--- src/rtl/compare_track_if.sv ---
// Sample and result bundle for the compare_track debounce stage.
// The master drives comparator flags and clr; the slave publishes the tracked relation.
interface compare_track_if #(
  parameter int CNT_W = 8
);
  logic             in_valid;
  logic             xgy;
  logic             xsy;
  logic             xey;
  logic             clr;
  logic [1:0]       state_o;
  logic             change;
  logic             err;
  logic [CNT_W-1:0] cnt_gt;
  logic [CNT_W-1:0] cnt_sy;
  logic [CNT_W-1:0] cnt_eq;

  modport master (
    output in_valid, xgy, xsy, xey, clr,
    input  state_o, change, err, cnt_gt, cnt_sy, cnt_eq
  );

  modport slave (
    input  in_valid, xgy, xsy, xey, clr,
    output state_o, change, err, cnt_gt, cnt_sy, cnt_eq
  );
endinterface

--- src/rtl/compare_track.sv ---
// Debounce/tracking stage for magnitude-comparator flags; commits a relation after DEB_LEN
// identical legal samples. Per-relation counters are built only with COMPARE_TRACK_CNT_EN defined.
module compare_track #(
  parameter int DEB_LEN = 4,
  parameter int CNT_W   = 8
) (
  input  logic            clk,
  input  logic            rst_n,
  compare_track_if.slave  bus
);

  localparam int RUN_W = $clog2(DEB_LEN + 1);
  localparam logic [RUN_W-1:0] RUN_MAX = RUN_W'(DEB_LEN);

  typedef enum logic [1:0] {
    ST_UNKNOWN = 2'b00,
    ST_LESS    = 2'b01,
    ST_EQUAL   = 2'b10,
    ST_GREATER = 2'b11
  } rel_e;

  rel_e             state_q, state_d;
  rel_e             cand_q, cand_d;
  logic [RUN_W-1:0] run_q, run_d;
  logic             change_q, change_d;
  logic             err_q, err_d;

  logic             legal;
  rel_e             cls;

  // Exactly one flag high is a legal sample; UNKNOWN doubles as "no candidate".
  always_comb begin
    legal = bus.in_valid && $onehot({bus.xgy, bus.xsy, bus.xey});
    if (bus.xsy)      cls = ST_LESS;
    else if (bus.xey) cls = ST_EQUAL;
    else              cls = ST_GREATER;
  end

  always_comb begin
    // NOTE: every output of this block gets a default first, so no path leaves a latch behind.
    state_d  = state_q;
    cand_d   = cand_q;
    run_d    = run_q;
    change_d = 1'b0;
    err_d    = 1'b0;

    if (bus.in_valid && !legal) begin
      err_d  = 1'b1;
      cand_d = ST_UNKNOWN;
      run_d  = '0;
    end else if (legal) begin
      if (cls == cand_q) begin
        run_d = (run_q == RUN_MAX) ? run_q : run_q + 1'b1;
      end else begin
        cand_d = cls;
        run_d  = RUN_W'(1);
      end
      // A saturated run on the already-committed relation must not pulse again.
      if (run_d == RUN_MAX && cand_d != state_q) begin
        state_d  = cand_d;
        change_d = 1'b1;
      end
    end
  end

  always_ff @(posedge clk or negedge rst_n) begin
    if (!rst_n) begin
      state_q  <= ST_UNKNOWN;
      cand_q   <= ST_UNKNOWN;
      run_q    <= '0;
      change_q <= 1'b0;
      err_q    <= 1'b0;
    end else begin
      // NOTE: non-blocking assignments keep every flop sampling the pre-edge values.
      state_q  <= state_d;
      cand_q   <= cand_d;
      run_q    <= run_d;
      change_q <= change_d;
      err_q    <= err_d;
    end
  end

  assign bus.state_o = state_q;
  assign bus.change  = change_q;
  assign bus.err     = err_q;

`ifdef COMPARE_TRACK_CNT_EN
  logic [CNT_W-1:0] cnt_gt_q, cnt_gt_d;
  logic [CNT_W-1:0] cnt_sy_q, cnt_sy_d;
  logic [CNT_W-1:0] cnt_eq_q, cnt_eq_d;

  function automatic logic [CNT_W-1:0] sat_inc(input logic [CNT_W-1:0] v);
    return (v == '1) ? v : v + 1'b1;
  endfunction

  // clr wins over a simultaneous increment.
  always_comb begin
    cnt_gt_d = cnt_gt_q;
    cnt_sy_d = cnt_sy_q;
    cnt_eq_d = cnt_eq_q;
    if (bus.clr) begin
      cnt_gt_d = '0;
      cnt_sy_d = '0;
      cnt_eq_d = '0;
    end else if (legal) begin
      case (cls)
        ST_GREATER: cnt_gt_d = sat_inc(cnt_gt_q);
        ST_LESS:    cnt_sy_d = sat_inc(cnt_sy_q);
        default:    cnt_eq_d = sat_inc(cnt_eq_q);
      endcase
    end
  end

  always_ff @(posedge clk or negedge rst_n) begin
    if (!rst_n) begin
      cnt_gt_q <= '0;
      cnt_sy_q <= '0;
      cnt_eq_q <= '0;
    end else begin
      cnt_gt_q <= cnt_gt_d;
      cnt_sy_q <= cnt_sy_d;
      cnt_eq_q <= cnt_eq_d;
    end
  end

  assign bus.cnt_gt = cnt_gt_q;
  assign bus.cnt_sy = cnt_sy_q;
  assign bus.cnt_eq = cnt_eq_q;
`else
  logic unused_clr;
  assign unused_clr = bus.clr;
  assign bus.cnt_gt = '0;
  assign bus.cnt_sy = '0;
  assign bus.cnt_eq = '0;
`endif

endmodule

--- src/flat_wrapper.sv ---
// flat-port wrapper written by rule: the top's interface ports become plain ports
module compare_track_flat 
#(
  parameter int DEB_LEN = 4,
  parameter int CNT_W   = 8
)
  (clk, rst_n, bus_in_valid, bus_xgy, bus_xsy, bus_xey, bus_clr, bus_state_o, bus_change, bus_err, bus_cnt_gt, bus_cnt_sy, bus_cnt_eq);
  compare_track_if #(.CNT_W(CNT_W)) bus_i ();
  input  logic clk;
  input  logic rst_n;
  input wire logic [$bits(bus_i.in_valid)-1:0] bus_in_valid;
  input wire logic [$bits(bus_i.xgy)-1:0] bus_xgy;
  input wire logic [$bits(bus_i.xsy)-1:0] bus_xsy;
  input wire logic [$bits(bus_i.xey)-1:0] bus_xey;
  input wire logic [$bits(bus_i.clr)-1:0] bus_clr;
  output wire logic [$bits(bus_i.state_o)-1:0] bus_state_o;
  output wire logic [$bits(bus_i.change)-1:0] bus_change;
  output wire logic [$bits(bus_i.err)-1:0] bus_err;
  output wire logic [$bits(bus_i.cnt_gt)-1:0] bus_cnt_gt;
  output wire logic [$bits(bus_i.cnt_sy)-1:0] bus_cnt_sy;
  output wire logic [$bits(bus_i.cnt_eq)-1:0] bus_cnt_eq;
  assign bus_i.in_valid = bus_in_valid;
  assign bus_i.xgy = bus_xgy;
  assign bus_i.xsy = bus_xsy;
  assign bus_i.xey = bus_xey;
  assign bus_i.clr = bus_clr;
  assign bus_state_o = bus_i.state_o;
  assign bus_change = bus_i.change;
  assign bus_err = bus_i.err;
  assign bus_cnt_gt = bus_i.cnt_gt;
  assign bus_cnt_sy = bus_i.cnt_sy;
  assign bus_cnt_eq = bus_i.cnt_eq;
  compare_track #(.DEB_LEN(DEB_LEN), .CNT_W(CNT_W)) u_core (.clk(clk), .rst_n(rst_n), .bus(bus_i));
endmodule
--- config.mk ---
export PLATFORM = sky130hd
export DESIGN_NAME = compare_track_flat
export DESIGN_NICKNAME = d
export VERILOG_FILES = /design/src/rtl/compare_track_if.sv /design/src/rtl/compare_track.sv /design/src/flat_wrapper.sv
export SDC_FILE = /design/constraint.sdc
export NUM_CORES = 1
export LEC_CHECK = 0
export BUFFER_PORTS_ARGS = -buffer_cell sky130_fd_sc_hd__buf_2
export CORE_UTILIZATION = 44
export CTS_BUF_LIST = sky130_fd_sc_hd__clkbuf_8 sky130_fd_sc_hd__clkbuf_16
export DETAILED_ROUTE_END_ITERATION = 10
export PLACE_DENSITY = 0.79
export SLEW_MARGIN = 30
export SYNTH_ARGS = -nofsm -noshare
export SYNTH_HDL_FRONTEND = slang
export SYNTH_SLANG_ARGS = --single-unit
--- constraint.sdc ---
create_clock -name clk -period 1.8 [get_ports clk]
set_input_delay 0.36 -clock clk [delete_from_list [all_inputs] [get_ports clk]]
set_output_delay 0.36 -clock clk [all_outputs]
set_load 0.005 [all_outputs]
==> summary.txt <==
Floorplanning
  • Die X: 42.33 µm
  • Site Rows: 14
  • Die ar.: ~1800 µm²
  • Starting Density: 47.51%
  • Top-Level Pins: 35
  • Core footprint: 1506 µm²
  • Height of the chip: 42.33 µm

CTS
  • CTS Buf Count: 3
  • Clock Latency Late Sink: 230 ps
  • CTS tree: done
  • Clock slew seen by the registers of the worst setup and hold paths: 50 ps
  • Sink Count: 9
  • Clk root buf: clkbuf_8
  • H-tree Lvls: 1
  • Bufs on Longest Clock Path: 2

Setup path
  • WS Path Type: in -> reg
  • Worst R2R End: u_core.bus.state_o[0]
  • Worst flop-to-flop path startpoint: u_core.run_q[0]
  • Reg-to-reg setup timing slack: 150 ps
  • Worst setup SP type: primary input
  • Data arrival time of the worst path: 1900 ps
  • CP Data Required Time: 1960 ps
  • Top fanout value on the critical path: 3
  • Critical path launch point: bus_xey
  • CP endpoint: u_core.bus.state_o[0]
  • Critical Path End Type: flip-flop
  • Reg2Reg Depth: 6

Finish
  • Nets@finish: 100
  • Commonest non-fill, non-tap cell in the layout: conb_1
  • Area delta synth->final: 12.76%
  • Fill cells: between 100 and 150
  • Diode count: 0
  • Layout cells sized above 1: 30.34%
  • Finished Core Util: 53.57%
  • Commonest cells after routing, fill and taps aside: conb_1 (24), dfrtp_1 (9), inv_1 (7), buf_2 (7), buf_4 (6)

Timing
  • Setup violations, final: 0
  • FMAX: 573.4 MHz
  • Final Critical Period: 1744 ps
  • Clock Skew: 2.962 ps
  • Max-slew violation count: 0
  • RSZ-0062 raised after global routing: true
  • Period utilization: slightly below 100%
  • Final Hold Fails: 0
  • Setup slack after layout: approximately 56 ps

Detailed routing
  • Residual DRC: 0
  • First-pass DRT Iterations: 4
  • Initial DRC Count: 7
  • Drt total wl: about 1100 µm
  • DR vias: 478
  • Vias per cell: 4.552
  • WL per Instance: between 10 and 15 µm
  • DRT antenna net count: 0

Logic synthesis
  • Largest cells by area after synthesis: dfrtp_1 (31%), buf_4 (25%), inv_1 (4.7%), o311ai_4 (3.7%), o2bb2ai_1 (3.7%)
  • Syn. warnings: 0
  • Seq/Total Area, Yosys: between 30% and 40%
  • Yosys top cell by area: dfrtp_1
  • Netlist cell types: 25
  • #FFs+latches synth: 9
  • Post-synthesis instance total: 70
  • Post-Syn Area: 715.7 µm²
  • Top cell type's share of synthesized area: 31.47%
  • Mean Syn Cell Area: 10.22 µm²

GRT
  • Global route overflow: 0
  • Total track usage: 12.83%
  • First-pass GRT wire length: ~1700 µm
  • Largest net degree at the start of global routing: 10
  • Number of global-route vias before repair: 429
  • Initial antenna violation count: 0

Power and ir drop
  • Max VDD drop: 426.6 µV
  • Pwr/cell area: about 680 nW/µm²
  • Leak Pwr: roughly 0.41 nW

Place
  • Port bufs: 9
  • GPL Wtd Cong: 0.8436
  • Setup WS pre-CTS: -158.3 ps
  • Hpwl dp: 850.3 µm

Job
  • Max Cap Violations: 0

Worst hold path
  • Hold WC Path Type: in -> reg

Run status
  • Status: finished, final reports clean
==> how the worst min path moves through the flow <==
stage	slack (ps)	from	depth (start not counted)	to
finish	410	bus_in_valid	2	u_core.run_q[0]
global route	420	bus_in_valid	2	u_core.run_q[0]
CTS	410	bus_in_valid	2	u_core.run_q[0]
detailed placement	230	rst_n	1	u_core.bus.err
global placement	220	rst_n	1	u_core.bus.err
floorplan	60	rst_n	0	u_core.bus.change
==> state kept, by name (all words and copies together), names as in the netlist <==
register / flops
u_core.bus.change: 1
u_core.bus.err: 1
u_core.bus.state_o: 2
u_core.cand_q: 2
u_core.run_q: 3
==> cells by family after synthesis <==
| group | count (synthesis) | synth area share [%] |
|---|---|---|
| fa+ha+maj | 3 | 6.293 |
| mux | 2 | 2.797 |
| xor+xnor | 1 | 1.224 |
| flops | 9 | 31.47 |
| buf+inv | 33 | 29.89 |
| other cells | 1 | 0.5240 |
| simple gates | 10 | 13.29 |
| compound gates | 11 | 14.51 |
==> worst max-delay path: stages <==
cell      delay (ps)
buf_8             80
inv_4             30
fa_1             450
and2b_2          260
o311ai_4         120
nor4_4           380
mux2i_1          220
==> cell type report <==
cell class / count / area (µm²) / area share [%]
Inverter: 9 / 36.28 / 4.496
Timing Repair Buffer: 16 / 116.4 / 14.42
Multi-Input combinational cell: 51 / 364.1 / 45.12
Clock buffer: 3 / 41.29 / 5.116
Sequential cell: 9 / 225.2 / 27.91
Clock inverter: 1 / 3.754 / 0.4651
Tap cell: 16 / 20.02 / 2.481
==> through the flow <==
| step | instance area [µm²] | hold WS [ps] | total power, W | instances | setup TNS, ps |
|---|---|---|---|---|---|
| global placement | 716.9 | 220.8 | 0.0003081 | 98 | -226.9 |
| finish | 807.0 | 408.9 | 0.0005522 | 105 | 0 |
| global route | 807.0 | 418.1 | 0.0005803 | 105 | -68.10 |
| CTS | 772.0 | 408.6 | 0.0005499 | 103 | 0 |
| detailed placement | 716.9 | 227.0 | 0.0003117 | 98 | -313.6 |
| floorplan | 802.0 | 64.41 | 0.0003160 | 93 | 0 |
==> layer usage <==
| layer | vias to the layer above | share of wire (%) | track usage, % |
|---|---|---|---|
| met5 | - | 0 | 0 |
| met4 | 0 | 1.1 | 5.625 |
| met3 | 2 | 5.1 | 2.586 |
| met2 | 19 | 51 | 21.54 |
| met1 | 230 | 42 | 15.76 |
| li1 | 227 | - | - |
==> timing repair <==
action,CTS,global route
hold endpoints to repair,9,0
endpoints found under the setup margin,0,2
resized for setup,0,9
setup buffers,0,2
hold buffers,1,0
==> cells in the mapped netlist <==
master / n
o311ai_4: 1
and3b_1: 1
o22ai_1: 2
dfrtp_1: 9
nor4_4: 1
o31ai_1: 1
nor2_1: 2
inv_1: 9
o21ai_0: 1
a21boi_0: 1
o32a_1: 1
and4bb_2: 1
o32ai_1: 1
mux2i_1: 2
o2bb2ai_1: 3
fa_1: 1
and4bb_4: 1
xnor2_1: 1
conb_1: 1
and2b_1: 1
nand3b_1: 1
ha_1: 2
nand2_1: 1
and3b_2: 1
buf_4: 24
==> power by group <==
part | internal, W | switching, W
sequential | 0.000213 | 0.00000733
combinational | 0.0000436 | 0.0000551
clock | 0.000149 | 0.0000845
(Power assumes the default switching activity.)
